--- src/rtl/ac_compressor_sequencer_pkg.sv ---
// Shared definitions for the AC compressor sequencer: state encoding and default timing.
// The optional fault path is enabled by defining AC_FAULT_EN.
package ac_compressor_sequencer_pkg;

    localparam int STATE_W = 3;

    typedef enum logic [STATE_W-1:0] {
        ST_IDLE  = 3'd0,
        ST_PRE   = 3'd1,
        ST_RUN   = 3'd2,
        ST_POST  = 3'd3,
        ST_LOCK  = 3'd4,
        ST_FAULT = 3'd5
    } state_e;

    localparam int DEF_PRE_FAN  = 2;
    localparam int DEF_MIN_ON   = 4;
    localparam int DEF_POST_FAN = 3;
    localparam int DEF_MIN_OFF  = 5;
    localparam int DEF_CNT_W    = 8;

endpackage

--- src/rtl/ac_compressor_sequencer_seq_timer.sv ---
// Loadable down-counter with zero flag; decrement saturates at zero.
module seq_timer #(
    parameter int CNT_W = 8
) (
    input  logic             clk,
    input  logic             rst_n,
    input  logic             i_load,
    input  logic [CNT_W-1:0] i_load_value,
    input  logic             i_dec,
    output logic             o_zero
);

    logic [CNT_W-1:0] r_cnt;

    // NOTE: sequential state uses non-blocking assignments so every flop samples pre-edge values.
    always_ff @(posedge clk or negedge rst_n) begin
        if (!rst_n) begin
            r_cnt <= '0;
        end else if (i_load) begin
            r_cnt <= i_load_value;
        end else if (i_dec && (r_cnt != '0)) begin
            r_cnt <= r_cnt - 1'b1;
        end
    end

    assign o_zero = (r_cnt == '0);

endmodule

--- src/rtl/ac_compressor_sequencer.sv ---
// Fan/compressor sequencing FSM with pre-run, minimum on-time, post-run and anti-short-cycle lockout.
// Define AC_FAULT_EN to add the fault/fault_clr inputs, fault_latched output and the FAULT state.
module ac_compressor_sequencer
    import ac_compressor_sequencer_pkg::*;
#(
    parameter int PRE_FAN  = DEF_PRE_FAN,
    parameter int MIN_ON   = DEF_MIN_ON,
    parameter int POST_FAN = DEF_POST_FAN,
    parameter int MIN_OFF  = DEF_MIN_OFF,
    parameter int CNT_W    = DEF_CNT_W
) (
    input  logic               clk,
    input  logic               rst_n,
    input  logic               enable,
    input  logic               demand,
`ifdef AC_FAULT_EN
    input  logic               fault,
    input  logic               fault_clr,
    output logic               fault_latched,
`endif
    output logic               fan_on,
    output logic               comp_on,
    output logic               lockout,
    output logic [STATE_W-1:0] state
);

    state_e           r_state;
    state_e           w_next;
    logic             w_load;
    logic [CNT_W-1:0] w_load_value;
    logic             w_dec;
    logic             w_zero;
    logic             w_go;

    assign w_go = enable && demand;

    seq_timer #(.CNT_W(CNT_W)) u_timer (
        .clk          (clk),
        .rst_n        (rst_n),
        .i_load       (w_load),
        .i_load_value (w_load_value),
        .i_dec        (w_dec),
        .o_zero       (w_zero)
    );

    always_ff @(posedge clk or negedge rst_n) begin
        if (!rst_n) begin
            r_state <= ST_IDLE;
        end else begin
            r_state <= w_next;
        end
    end

    // NOTE: every always_comb output gets a default first so no path can infer a latch.
    always_comb begin
        w_next       = r_state;
        w_load       = 1'b0;
        w_load_value = '0;
        w_dec        = 1'b0;
        case (r_state)
            ST_IDLE: begin
                if (w_go) begin
                    w_next       = ST_PRE;
                    w_load       = 1'b1;
                    w_load_value = CNT_W'(PRE_FAN - 1);
                end
            end
            ST_PRE: begin
                if (!w_go) begin
                    w_next = ST_IDLE;
                end else if (w_zero) begin
                    w_next       = ST_RUN;
                    w_load       = 1'b1;
                    w_load_value = CNT_W'(MIN_ON - 1);
                end else begin
                    w_dec = 1'b1;
                end
            end
            ST_RUN: begin
                // A demand drop is only honoured once the minimum on-time has elapsed.
                if (w_zero && !w_go) begin
                    w_next       = ST_POST;
                    w_load       = 1'b1;
                    w_load_value = CNT_W'(POST_FAN - 1);
                end else begin
                    w_dec = 1'b1;
                end
            end
            ST_POST: begin
                if (w_zero) begin
                    w_next       = ST_LOCK;
                    w_load       = 1'b1;
                    w_load_value = CNT_W'(MIN_OFF - 1);
                end else begin
                    w_dec = 1'b1;
                end
            end
            ST_LOCK: begin
                if (w_zero) begin
                    w_next = ST_IDLE;
                end else begin
                    w_dec = 1'b1;
                end
            end
`ifdef AC_FAULT_EN
            ST_FAULT: begin
                if (fault_clr && !fault) begin
                    w_next       = ST_LOCK;
                    w_load       = 1'b1;
                    w_load_value = CNT_W'(MIN_OFF - 1);
                end
            end
`endif
            default: begin
                w_next = ST_IDLE;
            end
        endcase
`ifdef AC_FAULT_EN
        if (fault) begin
            w_next = ST_FAULT;
            w_load = 1'b0;
            w_dec  = 1'b0;
        end
`endif
    end

    assign fan_on  = (r_state == ST_PRE) || (r_state == ST_RUN) || (r_state == ST_POST);
    assign comp_on = (r_state == ST_RUN);
    assign lockout = (r_state == ST_LOCK) || (r_state == ST_FAULT);
    assign state   = r_state;
`ifdef AC_FAULT_EN
    assign fault_latched = (r_state == ST_FAULT);
`endif

endmodule

--- config.mk ---
export PLATFORM = sky130hd
export DESIGN_NAME = ac_compressor_sequencer
export DESIGN_NICKNAME = d
export VERILOG_FILES = /design/src/rtl/ac_compressor_sequencer_pkg.sv /design/src/rtl/ac_compressor_sequencer_seq_timer.sv /design/src/rtl/ac_compressor_sequencer.sv
export SDC_FILE = /design/constraint.sdc
export NUM_CORES = 1
export LEC_CHECK = 0
export BUFFER_PORTS_ARGS = -buffer_cell sky130_fd_sc_hd__buf_2
export CAP_MARGIN = 30
export CORE_MARGIN = 2
export CORE_UTILIZATION = 45
export DETAILED_ROUTE_END_ITERATION = 8
export MAX_ROUTING_LAYER = met4
export PLACE_DENSITY_LB_ADDON = 0.2
export SYNTH_ARGS = -nofsm -noshare
export SYNTH_HDL_FRONTEND = slang
export SYNTH_HIERARCHICAL = 1
export SYNTH_SLANG_ARGS = --single-unit
--- constraint.sdc ---
create_clock -name clk -period 3.6 [get_ports clk]
set_clock_uncertainty 0.2 [all_clocks]
set_input_delay 0.72 -clock clk [delete_from_list [all_inputs] [get_ports clk]]
set_output_delay 0.72 -clock clk [all_outputs]
set_load 0.01 [all_outputs]
==> impl_metrics.json, run 1 <==
{
  "grt_pass1_vias": 635,
  "cpMaxStageDelayCell": "or3b_1",
  "slew_headroom_pct": 51.9,
  "yosys.area_share.adder_pct": 3.13,
  "synth-compound-area-share_pct": 23.9,
  "rsz0062_at_grt": "false",
  "drtPass1Iterations": 4,
  "synthMuxAreaShare_pct": 1.41,
  "p_int_mw": 0.368,
  "cpPeakStageDelay_ps": 480,
  "netlist_area_um2": 801,
  "die_h_um": 46.2,
  "cts_inserted_buffers": 3,
  "syn-instance-count": 94,
  "via_count": 727,
  "yosys.area_share.simple_pct": 31.4,
  "routed_wl_um": 1750,
  "yosys_warnings": 6,
  "clock_latency_ps": 270,
  "clock_sinks": 11,
  "cts_resized": 0,
  "end_kind": "flop",
  "slew_violations": 0,
  "synth-xor-area-share_pct": 0,
  "post-cts-setup-buffers": 0,
  "timing.final.crit_period_ps": 3260,
  "routed_via_density": 5.47,
  "syn_to_final_growth_pct": 12.7,
  "period_share_pct": 90.5,
  "synth_cell_type_count": 41,
  "clkPwrFrac_pct": 13.1,
  "nFillCells": 172,
  "nets": 115,
  "cp-start-kind": "flop",
  "setup_viol": 0,
  "worst_ir_drop_vdd_mv": 0.411,
  "use_met3_pct": 3.53,
  "p_leak_nw": 0.382,
  "async_reset_ff_share_pct": 100,
  "clk_pin_slew_ps": 80,
  "crit_fanout": 8,
  "grt_max_degree": 14,
  "busiest_layer": "met2",
  "crit_arrival_ps": 3240,
  "cp_common_cell": "or3b_1",
  "critical_path_class": "reg -> reg",
  "antenna_found_initial": 0,
  "switchingPower_mw": 0.298,
  "clockRootBuffer": "clkbuf_4",
  "ant_nets": 0,
  "htreeDepth": 1,
  "path_cells": "inv_1 > ha_1 > or3b_2 > nor2_1 > nand2_1 > or3b_1 > o221ai_2 > or3b_1 > or4_1 > o221ai_1",
  "yosysSeqAreaShare_pct": 34.4,
  "fp.dieW_um": 46.2,
  "drt-wirelength-per-cell_um": 13.2,
  "place_hpwl_um": 1250,
  "dieArea_um2": 2130,
  "grt_pass1_wl_um": 3040,
  "synth_top_family_by_area": "simple AND/OR/NAND/NOR gates",
  "synth-edff-count": 0,
  "power_frac_seq_pct": 39.6,
  "antenna_cells": 0,
  "use_met2_pct": 30.0,
  "ioPinCount": 10,
  "status": "finished clean",
  "p_total_mw": 0.666,
  "clk_path_buf_depth": 2,
  "drt_iter0_drc": 18,
  "initial_core_util_pct": 46.9,
  "grt_util_met1_pct": 28.4,
  "grt.overflow.total": 0,
  "fin_tns_setup_ps": 0,
  "p_sw_share_pct": 44.8,
  "core_um2": 1710,
  "p_per_area_nw_per_um2": 738,
  "fmax_mhz": 307,
  "syn_area_per_cell_um2": 8.52,
  "hold_buffers": 0,
  "worst_pin_slew_ps": 715,
  "cp_num_buf_inv": 1,
  "grt.total_usage_pct": 21.0,
  "synthFlopType": "dfrtp_1",
  "port_buffers": 9,
  "report.final.hold_viol_count": 0,
  "drcViolationCount": 0,
  "combPwrFrac_pct": 47.3,
  "drive_gt1_share_pct": 17.6,
  "cts_tree": "done",
  "yosys_register_bits": 11,
  "hold_path_class": "in -> async",
  "cp_data_required_time_ps": 3580,
  "maxCapViolCount": 0,
  "rows": 15,
  "gp_congestion": 0.770,
  "cp_top_family": "simple AND/OR/NAND/NOR gates"
}
-- worst reg2reg max path: cells and delay by family, from the launching register on --
family / cells / cell delay [ps]
AO/OA/AOI/OAI: 2 / 470
adder cells (fa/ha/maj): 1 / 230
buffers and inverters: 1 / 90
flip-flops: 1 / 390
AND/OR/NAND/NOR: 6 / 1770
-- path summary, 6_finish.rpt --
| path | startpoint | slack [ps] | endpoint | depth (start not counted) |
|---|---|---|---|---|
| hold reg to reg | u_timer/r_cnt[0] | 410 | u_timer/r_cnt[0] | 2 |
| hold / removal | rst_n | 110 | u_timer/r_cnt[1] | 1 |
| min in group clk | u_timer/r_cnt[0] | 410 | u_timer/r_cnt[0] | 2 |
| setup reg to reg | u_timer/r_cnt[0] | 340 | u_timer/r_cnt[3] | 10 |
| max in group asynchronous | rst_n | 2880 | state[1] | 1 |
| setup / recovery | u_timer/r_cnt[0] | 340 | u_timer/r_cnt[3] | 10 |
-- layer usage --
metal  part of all wire, %  routed length [um]
met1                    49                 856
met2                    47                 832
met3                   2.5                  43
met4                   1.1                  20
met5                     0                   0
-- logic make-up after synthesis --
kind of cell / after synthesis
compound gates: 26
mux: 1
simple gates: 44
other cells: 1
buf+inv: 9
flops: 11
fa+ha+maj: 2
-- synthesized netlist by cell type (2+ instances only) --
cell	instances	share of area (%)
dfrtp_1	11	34
a21oi_1	7	4.4
nand2_1	7	3.3
nor2_1	7	3.3
inv_1	4	1.9
nand3_1	4	2.5
o21ai_0	4	2.5
nor2b_1	3	2.3
nor3_1	3	1.9
nor3b_1	3	2.8
or4_1	3	2.8
a221o_1	2	2.5
a31oi_1	2	1.6
clkbuf_1	2	0.94
ha_1	2	3.1
nand2b_1	2	1.6
nand4_1	2	1.6
or3_1	2	1.6
or3b_1	2	2.2
-- cells in the final DEF (no fill, tap or decap), drive strengths merged, types with 2 or more instances in the layout --
cell    synthesis  final
dfrtp          11     11
buf             2     10
nor2            8      8
nand2           7      7
a21oi           7      7
conb            1      5
inv             4      4
nand3           4      4
o21ai           4      4
clkbuf          2      4
nor3            4      4
nor2b           3      3
or4             3      3
nor3b           3      3
or3b            3      3
nand2b          2      2
or3             2      2
nand4           2      2
a31oi           2      2
a221o           2      2
ha              2      2
o221ai          2      2
a211o           2      2
-- flip-flops by register name (all words and copies together) (netlist names) --
register,cells
u_timer/r_cnt,8
state,3
-- per-stage QoR --
stage	util (%)	hold slack, ps	cell area, um^2	std cells	setup slack (ps)
finish	52.8	109	902	133	343
global route	52.8	127	902	133	90.5
CTS	52.8	111	902	133	367
detailed placement	51.3	381	876	129	386
global placement	51.3	362	876	129	473
floorplan	-	224	816	98	658
-- power by group through the flow --
stage | registers [mW] | logic (mW) | clock network [mW]
2_1_floorplan | 0.239 | 0.263 | 0
3_3_place_gp | 0.260 | 0.308 | 0
3_5_place_dp | 0.264 | 0.315 | 0
4_1_cts | 0.262 | 0.316 | 0.0896
5_1_grt | 0.278 | 0.358 | 0.0973
6_report | 0.264 | 0.315 | 0.0872
-- layout make-up --
| class | count | area, um^2 | share of cell area, % |
|---|---|---|---|
| clock buffers | 4 | 26.3 | 2.91 |
| inverters | 5 | 18.8 | 2.08 |
| multi-input cells | 78 | 498 | 55.2 |
| flip-flops and latches | 11 | 275 | 30.5 |
| well taps | 25 | 31.3 | 3.47 |
| repair buffers | 10 | 52.6 | 5.83 |
No activity file was read; power rests on OpenSTA's default activity.
==> run 2: changes to the inputs <==
--- a/config.mk
+++ b/config.mk
@@ -11,7 +11,6 @@
 export CORE_UTILIZATION = 45
 export DETAILED_ROUTE_END_ITERATION = 8
 export MAX_ROUTING_LAYER = met4
-export PLACE_DENSITY_LB_ADDON = 0.2
 export SYNTH_ARGS = -nofsm -noshare
 export SYNTH_HDL_FRONTEND = slang
 export SYNTH_HIERARCHICAL = 1
==> run 2 against run 1 <==
  * Cell count did not move
  * Non-clock buffer count unchanged
  * Routed wire length up 1.8%
  * First-iteration DRC count rose by 17%
==> impl_metrics.json, run 2 (synthesized netlist as in run 1, its figures left out) <==
{
  "crit_fanout": 10,
  "grt.overflow.total": 0,
  "grt_pass1_vias": 664,
  "setup_viol": 0,
  "initial_core_util_pct": 46.9,
  "drt-wirelength-per-cell_um": 13.4,
  "clk_pin_slew_ps": 80,
  "pre_cts_ws_ps": 384,
  "drt_iter0_drc": 21,
  "grt_max_degree": 14,
  "core_um2": 1710,
  "nFillCells": 165,
  "fin_tns_setup_ps": 0,
  "largest_reg_flops": 8,
  "timing.final.crit_period_ps": 3240,
  "period_share_pct": 89.9,
  "hold_buffers": 0,
  "routed_via_density": 5.66,
  "setup_ws_ps": 364,
  "worstReg2RegStart": "u_timer/r_cnt[0]",
  "antenna_found_initial": 0,
  "rsz0062_at_grt": "false",
  "post-route-util_pct": 52.8,
  "drtPass1Iterations": 4,
  "gp_congestion": 0.734,
  "cp_data_required_time_ps": 3570,
  "htreeDepth": 1,
  "syn_to_final_growth_pct": 12.7,
  "clock_latency_ps": 280,
  "cts_resized": 0,
  "layout_commonest_cell": "dfrtp_1",
  "grt.total_usage_pct": 21.1,
  "via_count": 753,
  "fmax_mhz": 309,
  "crit_end": "u_timer/r_cnt[7]",
  "ant_nets": 0,
  "regMostFlops": "u_timer/r_cnt",
  "nets": 115,
  "ioPinCount": 10,
  "final_cell_mix": "dfrtp_1 (11), buf_2 (9), nand2_1 (7), nor2_1 (7), a21oi_1 (7)",
  "dieArea_um2": 2130,
  "post-cts-setup-buffers": 0,
  "critical_path_class": "reg -> reg",
  "worst_ir_drop_vdd_mv": 0.385,
  "clockRootBuffer": "clkbuf_4",
  "end_kind": "flop",
  "clk_path_buf_depth": 2,
  "cp-startpoint": "u_timer/r_cnt[0]",
  "hold_path_class": "in -> async",
  "crit_arrival_ps": 3200,
  "grt_pass1_wl_um": 3080,
  "slew_headroom_pct": 51.3,
  "fp.dieW_um": 46.2,
  "cp-start-kind": "flop",
  "cts_tree": "done",
  "rrSetupSlack_ps": 360,
  "status": "finished clean",
  "cts_inserted_buffers": 3,
  "routed_wl_um": 1780,
  "drcViolationCount": 0,
  "report.final.hold_viol_count": 0,
  "rows": 15,
  "p_per_area_nw_per_um2": 739,
  "antenna_cells": 0,
  "worst_pin_slew_ps": 729,
  "place_hpwl_um": 1260,
  "p_leak_nw": 0.382,
  "port_buffers": 9,
  "clock_sinks": 11,
  "r2r_end": "u_timer/r_cnt[7]",
  "r2r_cells": 10,
  "slew_violations": 0,
  "maxCapViolCount": 0,
  "die_h_um": 46.2,
  "drive_gt1_share_pct": 17.6
}
[run 2: critical path, cell delays in order (launching register included)]
cell      delay, ps
dfrtp_1         410
inv_1           110
ha_1            200
or3b_2          490
nor2_1          440
nand2_1         150
or3b_1          220
and2_1          150
clkinv_1        270
o311a_1         230
a221o_1         260
[run 2: how the worst min path moves through the flow]
stage               depth (start not counted)  slack, ps                to
finish                                      1        100  u_timer/r_cnt[1]
global route                                1        100  u_timer/r_cnt[1]
CTS                                         1        110  u_timer/r_cnt[6]
detailed placement                          2        390  u_timer/r_cnt[4]
global placement                            2        370  u_timer/r_cnt[1]
floorplan                                   0        220          state[0]
[run 2: per-stage QoR]
| stage | area (um^2) | hold WS (ps) | total power [mW] | std cells |
|---|---|---|---|---|
| 4_1_cts | 902 | 107 | 0.670 | 133 |
| 6_report | 902 | 97.4 | 0.666 | 133 |
| 2_1_floorplan | 816 | 224 | 0.502 | 98 |
| 5_1_grt | 902 | 95.4 | 0.735 | 133 |
| 3_3_place_gp | 876 | 371 | 0.570 | 129 |
| 3_5_place_dp | 876 | 385 | 0.580 | 129 |
[run 2: cell type report]
| cell class | instances | area [um^2] | area share [%] |
|---|---|---|---|
| clock buffers | 4 | 26.3 | 2.91 |
| inverters | 5 | 18.8 | 2.08 |
| multi-input cells | 78 | 498 | 55.2 |
| flip-flops and latches | 11 | 275 | 30.5 |
| well taps | 25 | 31.3 | 3.47 |
| repair buffers | 10 | 52.6 | 5.83 |
[run 2: layer usage]
layer	vias up	global-route usage (%)	share of wire, %
met3	2	4.71	2.9
met5	-	-	0
li1	381	-	-
met1	359	26.2	46
met4	0	6.86	0.73
met2	11	33.6	51
[run 2: report_power, final]
part / internal, mW / switching (mW) / total [mW]
combinational: 0.145 / 0.169 / 0.314
clock: 0.0430 / 0.0449 / 0.0879
sequential: 0.180 / 0.0848 / 0.265
total: 0.367 / 0.299 / 0.666
